===== src/rtl/seq_slice_alu_if.sv =====
// Handshake and data bundle for seq_slice_alu.
// The master drives the operation request; the slave returns the result and flags.
interface seq_slice_alu_if #(
   parameter int WIDTH = 16
);
   logic             start;
   logic [4:0]       select;
   logic [WIDTH-1:0] a;
   logic [WIDTH-1:0] b;
   logic             cin;
   logic             acc_sel;
   logic [WIDTH-1:0] y;
   logic             cout;
   logic             zero;
   logic             ovf;
   logic             illegal;
   logic             busy;
   logic             done;

   modport master (
      output start, select, a, b, cin, acc_sel,
      input  y, cout, zero, ovf, illegal, busy, done
   );

   modport slave (
      input  start, select, a, b, cin, acc_sel,
      output y, cout, zero, ovf, illegal, busy, done
   );
endinterface


===== src/rtl/seq_slice_alu.sv =====
// Digit-serial ALU: one SLICE-bit datapath reused over WIDTH/SLICE cycles,
// least significant digit first, carry registered between digits.
// Optional accumulate mode (operand A taken from the held y) is enabled by
// defining SEQ_SLICE_ALU_ACC_EN; otherwise acc_sel is ignored.
module seq_slice_alu #(
   parameter int WIDTH = 16,
   parameter int SLICE = 1
) (
   input logic            clk,
   input logic            rst,
   seq_slice_alu_if.slave bus
);
   localparam int STEPS = WIDTH / SLICE;
   localparam int CNT_W = (STEPS > 1) ? $clog2(STEPS) : 1;
   localparam logic [CNT_W-1:0] LAST = CNT_W'(STEPS - 1);

   localparam logic [4:0] OP_ADD   = 5'd0;
   localparam logic [4:0] OP_SUB   = 5'd1;
   localparam logic [4:0] OP_ADC   = 5'd2;
   localparam logic [4:0] OP_SBB   = 5'd3;
   localparam logic [4:0] OP_INC   = 5'd4;
   localparam logic [4:0] OP_DEC   = 5'd5;
   localparam logic [4:0] OP_AND   = 5'd6;
   localparam logic [4:0] OP_OR    = 5'd7;
   localparam logic [4:0] OP_XOR   = 5'd8;
   localparam logic [4:0] OP_NAND  = 5'd9;
   localparam logic [4:0] OP_NOR   = 5'd10;
   localparam logic [4:0] OP_XNOR  = 5'd11;
   localparam logic [4:0] OP_NOTA  = 5'd12;
   localparam logic [4:0] OP_PASSA = 5'd13;
   localparam logic [4:0] OP_PASSB = 5'd14;

   typedef enum logic [1:0] {
      IDLE = 2'd0,
      RUN  = 2'd1,
      FIN  = 2'd2
   } state_t;

   state_t           state;
   logic [CNT_W-1:0] cnt;

   // Operand shift registers and the result being assembled
   logic [WIDTH-1:0] a_sh;
   logic [WIDTH-1:0] b_sh;
   logic [WIDTH-1:0] res;
   logic [WIDTH-1:0] res_next;
   logic [WIDTH-1:0] a_in;
   logic [4:0]       op;
   logic             carry;
   logic             msb_ovf;

   // Registered outputs
   logic [WIDTH-1:0] y_r;
   logic             cout_r;
   logic             zero_r;
   logic             ovf_r;
   logic             ill_r;
   logic             busy_r;
   logic             done_r;

   // Single-digit datapath
   logic [SLICE-1:0] a_dig;
   logic [SLICE-1:0] b_dig;
   logic [SLICE-1:0] b_eff;
   logic [SLICE-1:0] logic_dig;
   logic [SLICE-1:0] digit;
   logic [SLICE:0]   sum;
   logic             msb_cin;
   logic             arith;
   logic             op_illegal;
   logic             accept;
   logic             init_carry;

   assign accept     = (state == IDLE) && bus.start;
   assign arith      = (op <= OP_DEC);
   assign op_illegal = (op > OP_PASSB);
   assign a_dig      = a_sh[SLICE-1:0];
   assign b_dig      = b_sh[SLICE-1:0];

`ifdef SEQ_SLICE_ALU_ACC_EN
   assign a_in = bus.acc_sel ? y_r : bus.a;
`else
   logic unused_acc_sel;
   assign unused_acc_sel = bus.acc_sel;
   assign a_in = bus.a;
`endif

   // Carry seeded into the first digit, chosen from the incoming opcode
   always_comb begin
      init_carry = 1'b0;
      case (bus.select)
         OP_SUB, OP_INC: init_carry = 1'b1;
         OP_ADC, OP_SBB: init_carry = bus.cin;
         default:        init_carry = 1'b0;
      endcase
   end

   // One digit of the selected operation; B is reshaped so every arithmetic op is an add
   always_comb begin
      b_eff     = b_dig;
      logic_dig = '0;
      case (op)
         OP_SUB, OP_SBB: b_eff = ~b_dig;
         OP_INC:         b_eff = '0;
         OP_DEC:         b_eff = '1;
         default:        b_eff = b_dig;
      endcase
      case (op)
         OP_AND:   logic_dig = a_dig & b_dig;
         OP_OR:    logic_dig = a_dig | b_dig;
         OP_XOR:   logic_dig = a_dig ^ b_dig;
         OP_NAND:  logic_dig = ~(a_dig & b_dig);
         OP_NOR:   logic_dig = ~(a_dig | b_dig);
         OP_XNOR:  logic_dig = ~(a_dig ^ b_dig);
         OP_NOTA:  logic_dig = ~a_dig;
         OP_PASSA: logic_dig = a_dig;
         OP_PASSB: logic_dig = b_dig;
         default:  logic_dig = '0;
      endcase
      sum      = {1'b0, a_dig} + {1'b0, b_eff} + {{SLICE{1'b0}}, carry};
      msb_cin  = a_dig[SLICE-1] ^ b_eff[SLICE-1] ^ sum[SLICE-1];
      digit    = arith ? sum[SLICE-1:0] : logic_dig;
      res_next = (res >> SLICE) | (WIDTH'(digit) << (WIDTH - SLICE));
   end

   // Datapath registers: latch operands on accept, then shift one digit per RUN cycle
   always_ff @(posedge clk) begin
      if (accept) begin
         a_sh  <= a_in;
         b_sh  <= bus.b;
         op    <= bus.select;
         carry <= init_carry;
      end else if (state == RUN) begin
         a_sh    <= a_sh >> SLICE;
         b_sh    <= b_sh >> SLICE;
         res     <= res_next;
         carry   <= arith ? sum[SLICE] : 1'b0;
         msb_ovf <= msb_cin ^ sum[SLICE];
      end
   end

   // Control FSM with registered result, flags and handshake outputs
   always_ff @(posedge clk or posedge rst) begin
      if (rst) begin
         state  <= IDLE;
         cnt    <= '0;
         y_r    <= '0;
         cout_r <= 1'b0;
         zero_r <= 1'b1;
         ovf_r  <= 1'b0;
         ill_r  <= 1'b0;
         busy_r <= 1'b0;
         done_r <= 1'b0;
      end else begin
         done_r <= 1'b0;
         case (state)
            IDLE: begin
               if (bus.start) begin
                  busy_r <= 1'b1;
                  cnt    <= '0;
                  state  <= RUN;
               end
            end
            RUN: begin
               if (cnt == LAST) begin
                  cnt   <= '0;
                  state <= FIN;
               end else begin
                  cnt <= cnt + 1'b1;
               end
            end
            FIN: begin
               if (op_illegal) begin
                  y_r    <= '0;
                  cout_r <= 1'b0;
                  zero_r <= 1'b1;
                  ovf_r  <= 1'b0;
                  ill_r  <= 1'b1;
               end else begin
                  y_r    <= res;
                  cout_r <= arith & carry;
                  zero_r <= (res == '0);
                  ovf_r  <= arith & msb_ovf;
                  ill_r  <= 1'b0;
               end
               done_r <= 1'b1;
               busy_r <= 1'b0;
               state  <= IDLE;
            end
            default: state <= IDLE;
         endcase
      end
   end

   assign bus.y       = y_r;
   assign bus.cout    = cout_r;
   assign bus.zero    = zero_r;
   assign bus.ovf     = ovf_r;
   assign bus.illegal = ill_r;
   assign bus.busy    = busy_r;
   assign bus.done    = done_r;
endmodule


===== src/flat_wrapper.sv =====
// flat-port wrapper written by rule: the top's interface ports become plain ports
module seq_slice_alu_flat 
#(
   parameter int WIDTH = 16,
   parameter int SLICE = 1
)
  (clk, rst, bus_start, bus_select, bus_a, bus_b, bus_cin, bus_acc_sel, bus_y, bus_cout, bus_zero, bus_ovf, bus_illegal, bus_busy, bus_done);
  seq_slice_alu_if #(.WIDTH(WIDTH)) bus_i ();
  input logic clk;
  input logic rst;
  input wire logic [$bits(bus_i.start)-1:0] bus_start;
  input wire logic [$bits(bus_i.select)-1:0] bus_select;
  input wire logic [$bits(bus_i.a)-1:0] bus_a;
  input wire logic [$bits(bus_i.b)-1:0] bus_b;
  input wire logic [$bits(bus_i.cin)-1:0] bus_cin;
  input wire logic [$bits(bus_i.acc_sel)-1:0] bus_acc_sel;
  output wire logic [$bits(bus_i.y)-1:0] bus_y;
  output wire logic [$bits(bus_i.cout)-1:0] bus_cout;
  output wire logic [$bits(bus_i.zero)-1:0] bus_zero;
  output wire logic [$bits(bus_i.ovf)-1:0] bus_ovf;
  output wire logic [$bits(bus_i.illegal)-1:0] bus_illegal;
  output wire logic [$bits(bus_i.busy)-1:0] bus_busy;
  output wire logic [$bits(bus_i.done)-1:0] bus_done;
  assign bus_i.start = bus_start;
  assign bus_i.select = bus_select;
  assign bus_i.a = bus_a;
  assign bus_i.b = bus_b;
  assign bus_i.cin = bus_cin;
  assign bus_i.acc_sel = bus_acc_sel;
  assign bus_y = bus_i.y;
  assign bus_cout = bus_i.cout;
  assign bus_zero = bus_i.zero;
  assign bus_ovf = bus_i.ovf;
  assign bus_illegal = bus_i.illegal;
  assign bus_busy = bus_i.busy;
  assign bus_done = bus_i.done;
  seq_slice_alu #(.WIDTH(WIDTH), .SLICE(SLICE)) u_core (.clk(clk), .rst(rst), .bus(bus_i));
endmodule

===== config.mk =====
export PLATFORM = sky130hd
export DESIGN_NAME = seq_slice_alu_flat
export DESIGN_NICKNAME = d
export VERILOG_FILES = /design/src/rtl/seq_slice_alu_if.sv /design/src/rtl/seq_slice_alu.sv /design/src/flat_wrapper.sv
export SDC_FILE = /design/constraint.sdc
export NUM_CORES = 1
export LEC_CHECK = 0
export ABC_CLOCK_PERIOD_IN_PS = 6200
export BUFFER_PORTS_ARGS = -buffer_cell sky130_fd_sc_hd__buf_2
export CORE_AREA = 2 2 75 149
export CTS_CLUSTER_SIZE = 16
export DETAILED_ROUTE_END_ITERATION = 7
export DIE_AREA = 0 0 77 151
export HOLD_SLACK_MARGIN = 0.03
export PLACE_DENSITY = 0.59
export RECOVER_POWER = 100
export SLEW_MARGIN = 0
export SYNTH_ARGS = -nofsm -noshare
export SYNTH_HDL_FRONTEND = slang
export SYNTH_SLANG_ARGS = --single-unit

===== constraint.sdc =====
create_clock -name clk -period 6.2 [get_ports clk]
set_input_delay 0.93 -clock clk [delete_from_list [all_inputs] [get_ports clk]]
set_output_delay 0.93 -clock clk [all_outputs]
set_load 0.01 [all_outputs]

* Yosys cells after proc, flatten, opt, wreduce, memory -nomap -nowiden *
Index checks and enable logic that the tools add are counted.

word-level totals
  word-level logic and storage cells = 95
  register bits = 83

cells by class
  eq/ne operators = 22
  order comparisons = 2
  muxes and demuxes = 25
  add/sub/neg operators = 3
  bitwise gates (word level) = 15
  reduce and logical (&&, ||, !) cells = 13

operators with widths
  operator               count
  $mux W16               5
  $eq A5 B4 Y1 const B   7
  $eq A5 B3 Y1 const B   5
  $logic_not A16 Y1      1
  $or A15 B16 Y16        1
  $eq A5 B2 Y1 const B   3
  $eq A5 B1 Y1 const B   2
  $mux W1                10
  $pmux W1 S9            1
  $mux W4                2
  $pmux W4 S2            1
  $reduce_and A2 Y1      4
  $not A1 Y1             6
  $reduce_bool A2 Y1     3
  $reduce_or A2 Y1       3
  $gt A5 B4 Y1 const B   1
  $le A5 B3 Y1 const B   1
  $add A4 B1 Y4 const B  1
  $eq A4 B4 Y1 const B   1
  $mux W2                2
  $ne A2 B2 Y1 const B   2
  $pmux W1 S2            2
  $pmux W2 S2            1
  $xor A1 B1 Y1          4
  other kinds (9)        11

* Logic depth before layout (Yosys ltp) *
  depth in word-level cells = 8
  mapped depth = 8
  gate-level depth less buffers = 8

* Worst setup path before layout *
Ideal clock, no wire load.

  kind = input -> register
  from = input bus_start
  to = register u_core.a_sh[0], enable pin
  path buffers = 0
  setup time = 0.388 ns
  arrival = 2.005 ns
  required time = 5.812 ns
  slack = 3.807 ns
  stages on the path = 4
  cells stage by stage = nand3b_1 clkinv_1 nor2_1 inv_1

between the ends
  cells in the longest elaborated chain, start to end = 2

RTL lines
  item                          line                  source
  start: declaration            flat_wrapper.sv:11    input wire logic [$bits(bus_i.start)-1:0] bus_start;
  $logic_and A1 B1 Y1           seq_slice_alu.sv:74   assign accept = (state == IDLE) && bus.start;
  $reduce_bool A2 Y1 (no line)  n/a
  end signal: assignment        seq_slice_alu.sv:129  a_sh <= a_in;
  end signal: assignment        seq_slice_alu.sv:134  a_sh <= a_sh >> SLICE;
  end: declaration              seq_slice_alu.sv:43   logic [WIDTH-1:0] a_sh;

Every way passes these cells.
A chain may end at the register's enable or synchronous reset.

* Worst setup path in the final report *
  from = input bus_start
  to = register u_core.b_sh[3], enable pin

between the ends
  cells in the longest elaborated chain, start to end = 2

RTL lines
  item                          line                  source
  $logic_and A1 B1 Y1           seq_slice_alu.sv:74
  $reduce_bool A2 Y1 (no line)  n/a
  end signal: assignment        seq_slice_alu.sv:130  b_sh <= bus.b;
  end signal: assignment        seq_slice_alu.sv:135  b_sh <= b_sh >> SLICE;
  end: declaration              seq_slice_alu.sv:44   logic [WIDTH-1:0] b_sh;

Every way passes these cells.

==> metrics.md <==
| Metric | Value |
|---|---|
| I/O pin count | 64 |
| P_sw | 0.551 mW |
| Number of rows created at floorplan | 53 |
| Max frequency | ~0.28 GHz |
| PnR worst setup slack | 2.61 ns |
| Worst setup path category | input pin to flop |
| Run status | finished, violations left |
| Post-CTS setup-driven buffer insertion count | 0 |
| Clk root buf | sky130_fd_sc_hd__clkbuf_16 |
| Required time at the worst-slack endpoint | just over 6 ns |
| Sink Count | 83 |
| Remaining routing DRC violations | 0 |
| Core region area | between 10000 and 15000 um^2 |
| Switching power share of the total | between 20% and 30% |
| Worst r2r path cells | 7 |
| Initial cell density of the core | about a third |
| Post-Synthesis Cell Area | around 3400 um^2 |
| Post-cts resize count | 0 |
| Worst R2R End | u_core.b_sh[3]$_DFFE_PP_ |
| Sequential-to-total area share from yosys stat | approximately 70% |
| Max clock buf depth | 2 |
| Via total after detailed routing | around 2300 |
| Most used standard cell by instance count after synthesis | sky130_fd_sc_hd__nand2_1 |
| Fraction of registers with async set/reset | 33.7% |
| Area share of the largest cell type after synthesis | around half |
| Category of the worst setup path capture point | flop |
| Later-pin clock latency in the skew report | between 0.3 and 0.4 ns |
| Total wire length | 6500 um |
| Number of antenna-violating nets in the routed design | 0 |
| Portion of total power attributed to combinational logic | between 10% and 20% |
| Via count of the first global-routing pass | approximately 2300 |
| Clock-pin slew on the worst setup and hold paths | roughly 0.060 ns |
| Initial antenna violation count | 0 |
| DRT Pass-1 Iters | 4 |
| Post-CTS Hold Fix Bufs | 0 |
| Startpoint of the worst register-to-register path | u_core.state[0]$_DFFE_PP0P_ |
| Main flop type after synthesis | sky130_fd_sc_hd__edfxtp_1 |
| Hold Crit Class | flop to flop |
| Pre-CTS worst setup slack | around 3.7 ns |
| Critical Path AT | 3.41 ns |
| Routed vias/inst | 4.62 |
| Max Slew Vio Count | between 90 and 100 |
| Vertical die dimension | 151 um |
| Slew @ Worst Pin | 2.26 ns |
| HPWL reported at the end of detailed placement | about 4500 um |
| Leading post-synthesis cells by cell area | sky130_fd_sc_hd__edfxtp_1 (49%), sky130_fd_sc_hd__dfrtp_1 (20%), sky130_fd_sc_hd__nand2_1 (11%) |
| Highest net fanout along the worst path | 34 |
| Area occupied by multi-input gates | roughly 950 um^2 |
| Startpoint Class | input pin |
| Synthesized area divided by synthesized cell count | 12.1 um^2 |
| Leakage | between 1.5 and 2 nW |
| Unrepaired setup endpoints after global routing | false |
| Number of stages on the worst hold path | 2 |
| Total track usage | 12.0% |
| Final cycle utilization of the critical path | between 50% and 60% |
| Die extent in x | between 70 and 80 um |
| Failing checks | capacitance limit, slew limit |
| Clk pwr share | ~27% |
| Maximum number of pins on one net before global-route repair | 39 |
| Number of nets in the layout | approximately 400 |
| Share of layout cells above drive strength 1 | roughly 16% |
| Mapped Nets | 329 |
| Total of max-cap violations | 3 |
| Total count of hold-check failures in the final report | 0 |
| Final Wtd Congestion | 0.785 |
| Int Pwr | roughly 1.3 mW |
| Flip-flop and latch count after synthesis | 83 |
| Die footprint | 11600 um^2 |
| Avg WL per Cell | 13.3 um |
| Gate Count Post-Synth | 282 |
| Antenna diode count | 0 |
| 1st-iter DRT viols | 163 |
| Clock tree from TritonCTS | built |
| Sequential cell fraction of total power | 53.3% |
| Count of unique library cells instantiated by Yosys | 36 |
| Leading area contributor after synthesis | sky130_fd_sc_hd__edfxtp_1 |
| Area added between synthesis and finish | 20.0% |
| Setup TNS Final | 0 ns |
| Worst setup skew after layout | 0.00470 ns |
| Number of levels the H-tree was split into | 3 |
| Fillcell total | 1100 |
| Num CTS Buffers | 9 |
| Final Setup Violations | 0 |
| Combined flip-flop and latch cell area | around 2400 um^2 |
| Tightest slew margin relative to the limit | -51.5% |
| Crit path time final | about 3.6 ns |
| Yosys warnings | 0 |
| Global route total overflow | 0 |
| Global-route wire length before repair | 10800 um |
| IR drop worst, VDD | 0.281 mV |
| Top cell types by occurrence after synthesis | sky130_fd_sc_hd__nand2_1 (103), sky130_fd_sc_hd__edfxtp_1 (55), sky130_fd_sc_hd__dfrtp_1 (27) |
| Number of input and output port buffers inserted | 62 |
| Number of flops mapped to enable cells by yosys | 55 |
| Worst-case hold path end point | u_core.bus.ovf$_DFFE_PP0P_ |
| PwrDens | about 460 nW/um^2 |
| Setup slack of the worst register-to-register path | approximately 2.9 ns |
| Hold Crit Start | u_core.msb_ovf$_DFFE_PP_ |
==> flip-flops by register name, summed over array words and instances, names as in the netlist <==
name                flops
u_core.bus.ovf          1
u_core.bus.zero         1
u_core.res             16
u_core.cnt              4
u_core.carry            1
u_core.a_sh            16
u_core.bus.busy         1
u_core.state            2
u_core.b_sh            16
u_core.bus.illegal      1
u_core.op               5
u_core.bus.y           16
u_core.msb_ovf          1
u_core.bus.done         1
u_core.bus.cout         1
==> through the flow <==
stage	hold WS, ns	util, %	std cells	cell area (um^2)	total power, mW
after floorplan	0.443	-	282	3400	1.25
after global placement	0.450	36.8	474	3860	1.38
after detailed placement	0.460	36.8	474	3860	1.40
after CTS	0.473	39.6	490	4150	1.91
after global routing	0.489	39.0	490	4080	2.00
final	0.475	39.0	490	4080	1.88
==> kinds of logic after synthesis <==
family	synth area share [%]
AND/OR/NAND/NOR	16.0
flip-flops	69.2
AO/OA/AOI/OAI	9.05
buffers and inverters	2.43
adder cells (fa/ha/maj)	2.06
XOR/XNOR	1.03
multiplexers	0.294
==> per-layer routing <==
layer,GRT usage [%],vias up,part of all wire [%]
met5,0,-,0
met4,6.43,0,2.4
met3,2.98,11,5.3
met2,20.5,63,50
met1,13.7,1076,42
li1,-,1113,-
==> power groups by stage <==
stage | Combinational, mW | Sequential, mW | Clock, mW
final | 0.368 | 1.00 | 0.513
after global routing | 0.431 | 1.03 | 0.542
after CTS | 0.389 | 1.00 | 0.520
after detailed placement | 0.386 | 1.01 | 0
after global placement | 0.372 | 1.00 | 0
after floorplan | 0.274 | 0.981 | 0
==> final cells by class <==
cell class | count | area share, %
clock inverter | 4 | 0.552
multi-input combinational | 180 | 23.2
clock buffer | 12 | 6.56
tap | 137 | 4.20
timing repair buffer | 65 | 7.02
sequential | 83 | 57.7
inverter | 9 | 0.828
==> cell usage in the layout, fill, tap and decap left out <==
master	instances
sky130_fd_sc_hd__a22o_2	8
sky130_fd_sc_hd__nor2_1	10
sky130_fd_sc_hd__clkinv_2	3
sky130_fd_sc_hd__dfrtp_1	27
sky130_fd_sc_hd__inv_1	8
sky130_fd_sc_hd__clkbuf_1	32
sky130_fd_sc_hd__xor2_1	1
sky130_fd_sc_hd__a311oi_1	1
sky130_fd_sc_hd__clkinvlp_4	1
sky130_fd_sc_hd__a211oi_1	1
sky130_fd_sc_hd__nand3b_1	3
sky130_fd_sc_hd__o311ai_0	1
sky130_fd_sc_hd__a32o_1	1
sky130_fd_sc_hd__nand2b_1	2
sky130_fd_sc_hd__o22ai_1	1
sky130_fd_sc_hd__dfstp_2	1
sky130_fd_sc_hd__ha_1	4
sky130_fd_sc_hd__clkbuf_16	10
sky130_fd_sc_hd__a211o_1	1
sky130_fd_sc_hd__o211ai_1	1
sky130_fd_sc_hd__nand2_1	103
sky130_fd_sc_hd__nor4_1	4
sky130_fd_sc_hd__nand4_1	2
sky130_fd_sc_hd__xnor2_1	3
sky130_fd_sc_hd__nand3_1	3
sky130_fd_sc_hd__clkbuf_8	1
sky130_fd_sc_hd__a21oi_1	6
sky130_fd_sc_hd__fa_1	1
sky130_fd_sc_hd__a22o_1	8
sky130_fd_sc_hd__and2_0	3
sky130_fd_sc_hd__buf_2	34
sky130_fd_sc_hd__mux2i_1	1
sky130_fd_sc_hd__edfxtp_1	55
sky130_fd_sc_hd__a21o_1	1
sky130_fd_sc_hd__o21ai_0	7
sky130_fd_sc_hd__nor3_1	2
sky130_fd_sc_hd__o211a_1	1
sky130_fd_sc_hd__clkinv_1	1
==> critical path, stage by stage <==
cell and delay (ns):
sky130_fd_sc_hd__clkbuf_1 0.09, sky130_fd_sc_hd__nand3b_1 0.09, sky130_fd_sc_hd__clkbuf_1 0.99, sky130_fd_sc_hd__clkinv_1 0.24, sky130_fd_sc_hd__nor2_1 0.30, sky130_fd_sc_hd__inv_1 0.07, sky130_fd_sc_hd__clkbuf_1 0.70
==> worst max-delay path by stage <==
stage / end / from / slack (ns)
4_1_cts: u_core.res[15]$_DFFE_PP_ / u_core.op[1]$_DFFE_PP_ / 3.89
5_1_grt: u_core.a_sh[8]$_DFFE_PP_ / bus_start / 2.20
2_1_floorplan: u_core.a_sh[0]$_DFFE_PP_ / bus_start / 3.81
3_3_place_gp: u_core.b_sh[0]$_DFFE_PP_ / bus_start / 3.76
3_5_place_dp: u_core.b_sh[2]$_DFFE_PP_ / bus_start / 3.73
6_report: u_core.b_sh[3]$_DFFE_PP_ / bus_start / 2.61
Note: power is estimated with default switching activity, not from simulation.
